**src/rtl/preg_free_list_pkg.sv**
```systemverilog
// preg_free_list_pkg: shared PREG sizing constants and the preg_t index type
package preg_free_list_pkg;
  localparam int NUM_PREGS = 64;
  localparam int NUM_AREGS = 32;
  localparam int PW = $clog2(NUM_PREGS);
  typedef logic [PW-1:0] preg_t;
endpackage

```
**src/rtl/preg_free_list_if.sv**
```systemverilog
// preg_free_list_if: rename/retire <-> free list bundle
//   master (rename/retire side): drives alloc_req, free_valid, free_preg, retire_alloc_cnt, flush
//   slave  (free list):          drives alloc_preg, alloc_empty, free_count, overflow_err
interface preg_free_list_if #(
  parameter int NUM_PREGS = preg_free_list_pkg::NUM_PREGS
);
  localparam int PW = $clog2(NUM_PREGS);
  logic [1:0] alloc_req;
  logic [1:0][PW-1:0] alloc_preg;
  logic [1:0] alloc_empty;
  logic [1:0] free_valid;
  logic [1:0][PW-1:0] free_preg;
  logic [1:0] retire_alloc_cnt;
  logic flush;
  logic [PW:0] free_count;
  logic overflow_err;
  modport master (
    output alloc_req, free_valid, free_preg, retire_alloc_cnt, flush,
    input alloc_preg, alloc_empty, free_count, overflow_err
  );
  modport slave (
    input alloc_req, free_valid, free_preg, retire_alloc_cnt, flush,
    output alloc_preg, alloc_empty, free_count, overflow_err
  );
endinterface

```
**src/rtl/preg_free_list.sv**
```systemverilog
// preg_free_list: two-wide circular free list of physical register indices with flush rollback
//   clk : clock
//   rst : asynchronous active-low reset
//   bus : preg_free_list_if.slave (alloc offer/grant, retire frees, flush, status)
module preg_free_list #(
  parameter int NUM_PREGS = preg_free_list_pkg::NUM_PREGS,
  parameter int NUM_AREGS = preg_free_list_pkg::NUM_AREGS
) (
  input logic clk,
  input logic rst,
  preg_free_list_if.slave bus
);
  localparam int PW = $clog2(NUM_PREGS);
  localparam int MAX_FREE = NUM_PREGS - NUM_AREGS;
  typedef logic [PW:0] ptr_t;
  logic [PW-1:0] mem [NUM_PREGS];
  ptr_t head, tail, retire_head, count, head1, tail1, head_n, tail_n, count_n;
  logic g0, g1, ovf_q, ovf_set;
  assign count = tail - head;
  assign head1 = head + ptr_t'(1);
  assign tail1 = tail + ptr_t'(bus.free_valid[0]);
  assign bus.free_count = count;
  assign bus.alloc_empty = {count < ptr_t'(2), count == '0};
  assign bus.alloc_preg[0] = mem[head[PW-1:0]];
  assign bus.alloc_preg[1] = mem[head1[PW-1:0]];
  assign bus.overflow_err = ovf_q;
  always_comb begin
    g0 = bus.alloc_req[0] & ~bus.alloc_empty[0] & ~bus.flush;
    g1 = bus.alloc_req[1] & bus.alloc_req[0] & ~bus.alloc_empty[1] & ~bus.flush;
    head_n = bus.flush ? retire_head + ptr_t'(bus.retire_alloc_cnt) : head + ptr_t'(g0) + ptr_t'(g1);
    tail_n = tail1 + ptr_t'(bus.free_valid[1]);
    count_n = tail_n - head_n;
    ovf_set = |bus.free_valid & (count_n > ptr_t'(MAX_FREE));
  end
  always_ff @(posedge clk or negedge rst) begin
    if (!rst) begin
      head <= '0;
      retire_head <= '0;
      tail <= ptr_t'(MAX_FREE);
      ovf_q <= 1'b0;
      for (int i = 0; i < NUM_PREGS; i++) mem[i] <= i < MAX_FREE ? PW'(NUM_AREGS + i) : '0;
    end else begin
      head <= head_n;
      tail <= tail_n;
      retire_head <= retire_head + ptr_t'(bus.retire_alloc_cnt);
      if (ovf_set) ovf_q <= 1'b1;
      if (bus.free_valid[0]) mem[tail[PW-1:0]] <= bus.free_preg[0];
      if (bus.free_valid[1]) mem[tail1[PW-1:0]] <= bus.free_preg[1];
    end
  end
endmodule

```
**src/flat_wrapper.sv**
```systemverilog
// flat-port wrapper written by rule: the top's interface ports become plain ports
module preg_free_list_flat 
#(
  parameter int NUM_PREGS = preg_free_list_pkg::NUM_PREGS,
  parameter int NUM_AREGS = preg_free_list_pkg::NUM_AREGS
)
  (clk, rst, bus_alloc_req, bus_free_valid, bus_free_preg, bus_retire_alloc_cnt, bus_flush, bus_alloc_preg, bus_alloc_empty, bus_free_count, bus_overflow_err);
  preg_free_list_if #(.NUM_PREGS(NUM_PREGS)) bus_i ();
  input logic clk;
  input logic rst;
  input wire logic [$bits(bus_i.alloc_req)-1:0] bus_alloc_req;
  input wire logic [$bits(bus_i.free_valid)-1:0] bus_free_valid;
  input wire logic [$bits(bus_i.free_preg)-1:0] bus_free_preg;
  input wire logic [$bits(bus_i.retire_alloc_cnt)-1:0] bus_retire_alloc_cnt;
  input wire logic [$bits(bus_i.flush)-1:0] bus_flush;
  output wire logic [$bits(bus_i.alloc_preg)-1:0] bus_alloc_preg;
  output wire logic [$bits(bus_i.alloc_empty)-1:0] bus_alloc_empty;
  output wire logic [$bits(bus_i.free_count)-1:0] bus_free_count;
  output wire logic [$bits(bus_i.overflow_err)-1:0] bus_overflow_err;
  assign bus_i.alloc_req = bus_alloc_req;
  assign bus_i.free_valid = bus_free_valid;
  assign bus_i.free_preg = bus_free_preg;
  assign bus_i.retire_alloc_cnt = bus_retire_alloc_cnt;
  assign bus_i.flush = bus_flush;
  assign bus_alloc_preg = bus_i.alloc_preg;
  assign bus_alloc_empty = bus_i.alloc_empty;
  assign bus_free_count = bus_i.free_count;
  assign bus_overflow_err = bus_i.overflow_err;
  preg_free_list #(.NUM_PREGS(NUM_PREGS), .NUM_AREGS(NUM_AREGS)) u_core (.clk(clk), .rst(rst), .bus(bus_i));
endmodule
```
**config.mk**
```make
export PLATFORM = sky130hd
export DESIGN_NAME = preg_free_list_flat
export DESIGN_NICKNAME = d
export VERILOG_FILES = /design/src/rtl/preg_free_list_pkg.sv /design/src/rtl/preg_free_list_if.sv /design/src/rtl/preg_free_list.sv /design/src/flat_wrapper.sv
export SDC_FILE = /design/constraint.sdc
export NUM_CORES = 1
export LEC_CHECK = 0
export CORE_MARGIN = 2
export CORE_UTILIZATION = 32
export DETAILED_ROUTE_END_ITERATION = 16
export PLACE_DENSITY_LB_ADDON = 0.05
export SYNTH_ARGS = -nofsm -noshare
export SYNTH_HDL_FRONTEND = slang
export SYNTH_SLANG_ARGS = --single-unit
```
**constraint.sdc**
```tcl
create_clock -name clk -period 6.1 [get_ports clk]
set_input_delay 0.61 -clock clk [delete_from_list [all_inputs] [get_ports clk]]
set_output_delay 0.61 -clock clk [all_outputs]
set_load 0.02 [all_outputs]
```
==> impl_summary.txt, run 1 <==
----------------------------------------------------
[Status]
  Run status ... finished with violations
  Violations in the final reports ... hold timing

[Clocking]
  Number of buffers created by CTS ... 52
  Resize count post-CTS ... 0
  Clock network latency to the later pin of the worst-skew pair ... 0.63 ns
  Maximum clock path buffer count ... 3
  CTS clk-pin slew, worst paths ... 0.06 ns
  Post-CTS setup buffers ... 0
  Root buffer cell ... sky130_fd_sc_hd__clkbuf_16
  CTS tree ... yes
  Hold buffer count at CTS ... 0
  Number of levels in the clock H-tree ... 2
  Clock sink count ... 406

[Synth]
  Proportion of synthesized chip area in sequential cells ... 39.0%
  Total number of yosys warnings ... 0
  Synthesized instance count ... 2443
  Avg Inst Size Synth ... 10.8 um2
  Unique cell type count in the Yosys netlist ... 55
  Synthesized Nets ... 2488
  Count of flip-flops with a built-in enable after synthesis ... 0
  Proportion of register bits with asynchronous set or reset after synthesis ... 100%
  Register bit total from synthesis ... 406
  Most frequently used flop master after synthesis ... sky130_fd_sc_hd__dfrtp_1
  Mapped cell area ... 0.0264 mm2

[Floorplan]
  Y dimension of the die ... 291 um
  Num rows ... 105
  Top-level port count ... 43
  Die Footprint ... 0.0848 mm2
  Placeable Area ... 0.0818 mm2
  Die X ... 291 um
  Starting density of the core ... 32.3%

[Drt]
  Routed via count ... 19.9k
  First drt pass iteration count ... 5
  Antenna-violating nets left ... 0
  Count of unresolved DRC violations after routing ... 0
  Final wirelength ... 102 mm
  Average routed wire per standard cell ... 29.2 um
  Via density ... 5.71
  Iteration-0 DRC count of the detailed router ... 1799

[Hold path]
  Worst min-delay path class ... in -> async

[STA]
  Final hold vios ... 1
  Pins Over Slew Limit ... 0
  Transition time of the tightest slew-check pin ... 1.20 ns
  Slew margin rel. ... 19.4%
  Clock Skews ... 0.0247 ns
  Count of final setup violators ... 0
  Final critical-path share of the clock period ... 92.3%
  Final hold slack ... -0.00380 ns
  Achievable Freq ... 178 MHz
  Total negative slack ... 0 ns
  Setup repair after global routing missed its margin ... false
  Min cycle time layout ... 5.63 ns

[Power and ir drop]
  Overall power after layout ... 0.0179 W
  IR drop worst, VDD ... 0.403 mV
  Leak pwr ... 12.1 nW
  Power density normalized to cell area ... 604 mW/mm2

[Cells and area]
  Leading cell types in the layout, fill and taps excluded ... sky130_fd_sc_hd__mux2i_1 (385), sky130_fd_sc_hd__nand2_1 (345), sky130_fd_sc_hd__dfrtp_1 (290)
  Leading cell type in the layout, fill and taps excluded ... sky130_fd_sc_hd__mux2i_1
  # nets final ... 2418
  Layout Area Growth over Synthesis ... 12.1%
  Ratio of cells with drive above 1 in the final layout ... 22.2%
  Finished Core Util ... 36.2%
  Ant. Diodes ... 0

[Critical path]
  R2r worst-path depth ... 21
  Element type at the critical path end ... register
  Arrival time at the worst endpoint ... 6.10 ns
  Critical path's largest stage delay ... 0.65 ns
  Slowest-stage cell, CP ... sky130_fd_sc_hd__or4b_2
  Chain of cells forming the critical path ... inv_1 -> ha_1 -> inv_1 -> fa_1 -> a21o_1 -> a21oi_1 -> xnor2_1 -> a2111oi_0 -> nor3b_2 -> or4b_2 -> fa_1 -> o21ai_1 -> ha_1 -> inv_1 -> fa_1 -> a21o_1 -> a221oi_1 -> a31oi_1 -> or3_1 -> nand4b_1 -> o311ai_0
  Worst reg2reg setup slack ... 0.47 ns
  Biggest fanout along the worst timing path ... 7
  Reg-to-reg startpoint ... u_core.tail[0]
  Worst reg2reg path endpoint ... u_core.bus.overflow_err
  Worst Setup Path Type ... reg -> reg
  Required time worst endpoint ... 6.57 ns
  Kind of start point of the critical path ... register

[Global routing]
  First-pass GRT wire length ... 149 mm
  Largest net degree at the start of global routing ... 142
  Via count of the first global-routing pass ... 19.8k
  Number of antenna violations at the first check in global routing ... 5
  Aggregate global-route resource usage ... 24.1%
  Remaining global-route overflow ... 0

[Placement]
  Routability cong. ... 0.831
  I/O Buffers ... 42
  HPWL after detailed placement ... 65.0 mm

[Job]
  Max-Cap Viols ... 0

----------------------------------------------------
logic make-up (layout without fill, tap and decap cells):
family,after synthesis,in the layout,share of synthesized area (%)
and+or+nand+nor,642,642,10.0
muxes,634,634,35.8
AOI/OAI and AO/OA,447,447,8.98
DFF,406,406,39.0
buffers and inverters,263,236,4.01
xor gates and xnor gates,27,27,0.896
adders and majority gates,24,24,1.25
worst max-delay path: cells and delay by family (launching register included):
family / cells / cell delay, ns
adders and majority gates: 5 / 1.68
AOI/OAI and AO/OA: 8 / 1.54
and+or+nand+nor: 4 / 1.32
DFF: 1 / 0.44
buffers and inverters: 3 / 0.31
xor gates and xnor gates: 1 / 0.19
cells in the mapped netlist, types with 2 or more instances:
cell | count | area [um2]
sky130_fd_sc_hd__and2_1 | 5 | 31.3
sky130_fd_sc_hd__nor2_1 | 188 | 706
sky130_fd_sc_hd__a31oi_1 | 7 | 43.8
sky130_fd_sc_hd__o211ai_1 | 2 | 15.0
sky130_fd_sc_hd__nor3b_1 | 2 | 15.0
sky130_fd_sc_hd__or2_2 | 6 | 37.5
sky130_fd_sc_hd__dfrtp_1 | 293 | 7330
sky130_fd_sc_hd__a21o_1 | 5 | 37.5
sky130_fd_sc_hd__nor3_1 | 24 | 120
sky130_fd_sc_hd__nand2_1 | 345 | 1290
sky130_fd_sc_hd__dfstp_2 | 113 | 2970
sky130_fd_sc_hd__ha_1 | 20 | 250
sky130_fd_sc_hd__inv_1 | 32 | 120
sky130_fd_sc_hd__a211o_1 | 3 | 26.3
sky130_fd_sc_hd__buf_2 | 39 | 195
sky130_fd_sc_hd__clkbuf_1 | 147 | 552
sky130_fd_sc_hd__mux2i_1 | 385 | 3850
sky130_fd_sc_hd__nand3_1 | 18 | 90.1
sky130_fd_sc_hd__nor2b_1 | 7 | 43.8
sky130_fd_sc_hd__a21oi_1 | 112 | 561
sky130_fd_sc_hd__o211a_1 | 2 | 20.0
sky130_fd_sc_hd__buf_4 | 4 | 30.0
sky130_fd_sc_hd__mux4_2 | 248 | 5590
sky130_fd_sc_hd__o21a_1 | 10 | 75.1
sky130_fd_sc_hd__o22ai_1 | 3 | 18.8
sky130_fd_sc_hd__nand3b_1 | 3 | 22.5
sky130_fd_sc_hd__nand4_1 | 4 | 25.0
sky130_fd_sc_hd__xor2_1 | 7 | 61.3
sky130_fd_sc_hd__clkinv_1 | 2 | 7.51
sky130_fd_sc_hd__or3_1 | 21 | 131
sky130_fd_sc_hd__a211oi_1 | 4 | 30.0
sky130_fd_sc_hd__nand2b_1 | 8 | 50.1
sky130_fd_sc_hd__xnor2_1 | 20 | 175
sky130_fd_sc_hd__buf_1 | 38 | 143
sky130_fd_sc_hd__fa_1 | 4 | 80.1
sky130_fd_sc_hd__o21ai_0 | 287 | 1440
sky130_fd_sc_hd__and3_1 | 7 | 43.8
final cells by class:
cell class              count  area [um2]
fillers                  7985       52200
repair buffers            105         951
multi-input cells        1774       15100
well taps                1070        1340
clock buffers              89        1670
clock inverters             8         126
inverters                  34         128
flip-flops and latches    406       10300
flip-flops by register name (all words and copies together), names as in the netlist:
name	flops
u_core.bus.overflow_err	1
u_core.mem	384
u_core.tail	7
u_core.head	7
u_core.retire_head	7
power by group:
| group | internal (W) | switching, W | total (W) |
|---|---|---|---|
| clock | 0.00198 | 0.00130 | 0.00328 |
| combinational | 0.00436 | 0.00535 | 0.00970 |
| sequential | 0.00400 | 0.000906 | 0.00491 |
layer usage:
layer  global-route usage (%)  wire length [um]
met1                     35.0             46500
met4                     6.80              2830
met3                     4.69              7020
met2                     36.4             45500
met5                        0                12
stage by stage:
| stage | setup slack [ns] | instance area (um2) | cells |
|---|---|---|---|
| 6_report | 0.470 | 29600 | 3486 |
| 5_1_grt | 0.0969 | 29600 | 3486 |
| 4_1_cts | 0.380 | 29600 | 3486 |
| 3_5_place_dp | 0.398 | 27800 | 3389 |
| 3_3_place_gp | 0.561 | 27800 | 3389 |
| 2_1_floorplan | 0.0997 | 26400 | 2443 |
worst max-delay path by stage:
stage	cells past startpoint	to	from	slack (ns)
6_report	21	u_core.bus.overflow_err	u_core.tail[0]	0.47
5_1_grt	21	u_core.bus.overflow_err	u_core.tail[0]	0.1
4_1_cts	21	u_core.bus.overflow_err	u_core.tail[0]	0.38
3_5_place_dp	21	u_core.bus.overflow_err	u_core.tail[0]	0.40
3_3_place_gp	21	u_core.bus.overflow_err	u_core.tail[0]	0.56
2_1_floorplan	23	u_core.bus.overflow_err	u_core.head[1]	0.1
No activity file was read; power rests on OpenSTA's default activity.
==> run 2, diff against run 1 <==
==> constraint.sdc (replaced) <==
create_clock -name clk -period 5.6 [get_ports clk]
set_input_delay 0.56 -clock clk [delete_from_list [all_inputs] [get_ports clk]]
set_output_delay 0.56 -clock clk [all_outputs]
set_load 0.02 [all_outputs]
==> run 2 against run 1 <==
Against the previous run:
- the run now ends clean
- sequential share of layout area fell by 0.25 points
- routed wire length is 0.11% lower
- total power rose by 9.2%
- utilization increased by 0.26 points
- critical path depth is 15 lower
- critical path type is now reg -> out
- largest cell class unchanged
==> impl_summary.txt, run 2 (synthesized netlist as in run 1, its figures left out) <==
----------------------------------------------------
[Status]
  Run status ... finished clean

[Critical path]
  Chain of cells forming the critical path ... buf_4 -> buf_12 -> mux4_2 -> mux4_2 -> mux4_2 -> clkdlybuf4s50_1
  Cell occurring most often along the worst timing path ... sky130_fd_sc_hd__mux4_2
  Worst Setup Path Type ... reg -> out
  Kind of start point of the critical path ... register
  Critical path's largest stage delay ... 0.67 ns (+0.02 ns)
  Worst reg2reg setup slack ... 0.38 ns (-0.09 ns)
  Number of buffers and inverters on the critical path ... 3 (unchanged)
  Arrival time at the worst endpoint ... 4.79 ns (-1.31 ns)
  Slowest-stage cell, CP ... sky130_fd_sc_hd__buf_4
  Required time worst endpoint ... 5.04 ns (-1.53 ns)
  Element type at the critical path end ... primary output
  Cell family with most CP delay ... buffers and inverters
  Biggest fanout along the worst timing path ... 97 (+90)

[Hold path]
  Worst min-delay path class ... reg -> reg

[STA]
  Transition time of the tightest slew-check pin ... 1.25 ns (+0.0458 ns)
  Min cycle time layout ... 5.35 ns
  Setup repair after global routing missed its margin ... false
  Achievable Freq ... 187 MHz
  Final hold vios ... 0 (-1)
  Slew margin rel. ... 16.7% (-2.8 points)
  Clock Skews ... 0.0151 ns (-0.00960 ns)
  Pins Over Slew Limit ... 0 (unchanged)
  Final critical-path share of the clock period ... 95.6%
  Count of final setup violators ... 0 (unchanged)
  Total negative slack ... 0 ns (unchanged)

[Power and ir drop]
  Leak pwr ... 12.2 nW (+1.1%)
  IR drop worst, VDD ... 0.386 mV (-4.1%)
  Power density normalized to cell area ... 655 mW/mm2 (+8.4%)

[Cells and area]
  Flip-flop count of the largest register after layout ... 384 (unchanged)
  Ratio of cells with drive above 1 in the final layout ... 23.2% (+1.0 points)
  Leading cell types in the layout, fill and taps excluded ... sky130_fd_sc_hd__mux2i_1 (385), sky130_fd_sc_hd__nand2_1 (345), sky130_fd_sc_hd__dfrtp_1 (290)
  Non-Filler Instances ... 3516 (+0.86%)
  Register with the highest flop count ... u_core.mem
  Number of fill cells in the layout ... 7983 (-0.025%)
  Sequential cell area ... 0.0103 mm2 (unchanged)
  # nets final ... 2447 (+1.2%)
  Combined area of the multi-input logic cells ... 0.0151 mm2 (+0.22%)
  Layout Area Growth over Synthesis ... 12.9%
  Leading cell type in the layout, fill and taps excluded ... sky130_fd_sc_hd__mux2i_1

[Placement]
  Cell Count Post-Placement ... 3416 (+0.80%)
  Routability cong. ... 0.822 (-1.0%)
  I/O Buffers ... 42 (unchanged)
  HPWL after detailed placement ... 66.5 mm (+2.2%)

[Global routing]
  Aggregate global-route resource usage ... 24.0% (-0.048 points)
  Largest net degree at the start of global routing ... 151 (+6.3%)
  Via count of the first global-routing pass ... 19.5k (-1.2%)
  First-pass GRT wire length ... 149 mm (-0.13%)
  Remaining global-route overflow ... 0 (unchanged)
  Number of antenna violations at the first check in global routing ... 2 (-3)

[Floorplan]
  Top-level port count ... 43 (unchanged)
  Y dimension of the die ... 291 um (unchanged)
  Num rows ... 105 (unchanged)
  Die Footprint ... 0.0848 mm2 (unchanged)
  Starting density of the core ... 32.3% (unchanged)
  Die X ... 291 um (unchanged)
  Placeable Area ... 0.0818 mm2 (unchanged)

[Job]
  Max-Cap Viols ... 0 (unchanged)

[Clocking]
  CTS clk-pin slew, worst paths ... 0.06 ns (about the same)
  Number of buffers created by CTS ... 53 (+1.9%)
  Clock network latency to the later pin of the worst-skew pair ... 0.62 ns (about the same)
  Clock sink count ... 406 (unchanged)
  CTS tree ... yes
  Maximum clock path buffer count ... 3 (unchanged)
  Number of levels in the clock H-tree ... 2 (unchanged)
  Root buffer cell ... sky130_fd_sc_hd__clkbuf_16

[Drt]
  Final wirelength ... 102 mm (-0.11%)
  Via density ... 5.68 (-0.67%)
  First drt pass iteration count ... 5 (unchanged)
  Iteration-0 DRC count of the detailed router ... 1868 (+3.8%)
  Average routed wire per standard cell ... 29.0 um (-0.96%)
  Count of unresolved DRC violations after routing ... 0 (unchanged)
  Antenna-violating nets left ... 0 (unchanged)
  Routed via count ... 20.0k (+0.19%)

----------------------------------------------------
[run 2: changes by cell type in the layout (fill, tap and decap cells not counted), sizes merged]
| cell | change |
|---|---|
| inv | +1 |
| buf | +27 |
| clkinv | +2 |
| clkinvlp | +2 |
| bufinv | +1 |
| diode | +2 |
| clkbuf | -6 |
| dlygate4sd3 | +1 |
[run 2: final cells by class]
class | count | area share (%)
multi-input cells | 1774 | 50.7
well taps | 1070 | 4.49
repair buffers | 133 | 3.83
clock inverters | 14 | 0.600
diodes | 2 | 0.0168
inverters | 34 | 0.428
clock buffers | 83 | 5.37
flip-flops and latches | 406 | 34.6
[run 2: repair_timing]
| action | 4_1_cts | 5_1_grt |
|---|---|---|
| endpoints found under the hold margin | 51 | 0 |
| buffers inserted | 0 | 0 |
| hold buffers | 1 | 0 |
| gates resized for setup | 0 | 4 |
| endpoints found under the setup margin | 0 | 7 |
[run 2: routing by layer]
metal,vias up,share of wire [%],track usage (%)
li1,8845,-,-
met1,10337,46,34.8
met2,666,46,37.5
met3,109,6.4,4.31
met4,0,2.1,5.04
met5,-,0,0
[run 2: path summary, 6_finish.rpt]
path                                             from                       to  cells past startpoint
worst min-delay path            u_core.retire_head[5]    u_core.retire_head[5]                      1
max in group asynchronous                         rst          u_core.mem[151]                      3
worst max-delay path                   u_core.head[0]       bus_alloc_preg[10]                      6
worst min register to register  u_core.retire_head[5]    u_core.retire_head[5]                      1
min in group asynchronous                         rst    u_core.retire_head[3]                      2
worst max register to register         u_core.tail[0]  u_core.bus.overflow_err                     21
[run 2: worst register-to-register path, delay by kind of cell (launching register included)]
family	cells	cell delay [ns]
simple gates	2	0.83
xor+xnor	1	0.14
compound gates	10	1.92
buf+inv	3	0.20
fa+ha+maj	5	1.66
flops	1	0.37
[run 2: through the flow]
step                      utilization (%)  setup WS [ns]  hold WS [ns]  cell area (um2)  power, W
after floorplan                         -        0.00891         0.264            26400    0.0118
after global placement               34.2          0.278         0.478            28000    0.0158
after detailed placement             34.2          0.208         0.481            28000    0.0160
after CTS                            36.4         0.0384         0.492            29800    0.0196
after global routing                 36.4        0.00120         0.510            29800    0.0205
final                                36.4          0.248         0.488            29800    0.0195
[run 2: report_power, final]
part	internal, W	switching, W	total [W]
Combinational	0.00480	0.00586	0.0107
Clock	0.00213	0.00142	0.00356
Sequential	0.00436	0.000964	0.00532
Total	0.0113	0.00824	0.0195
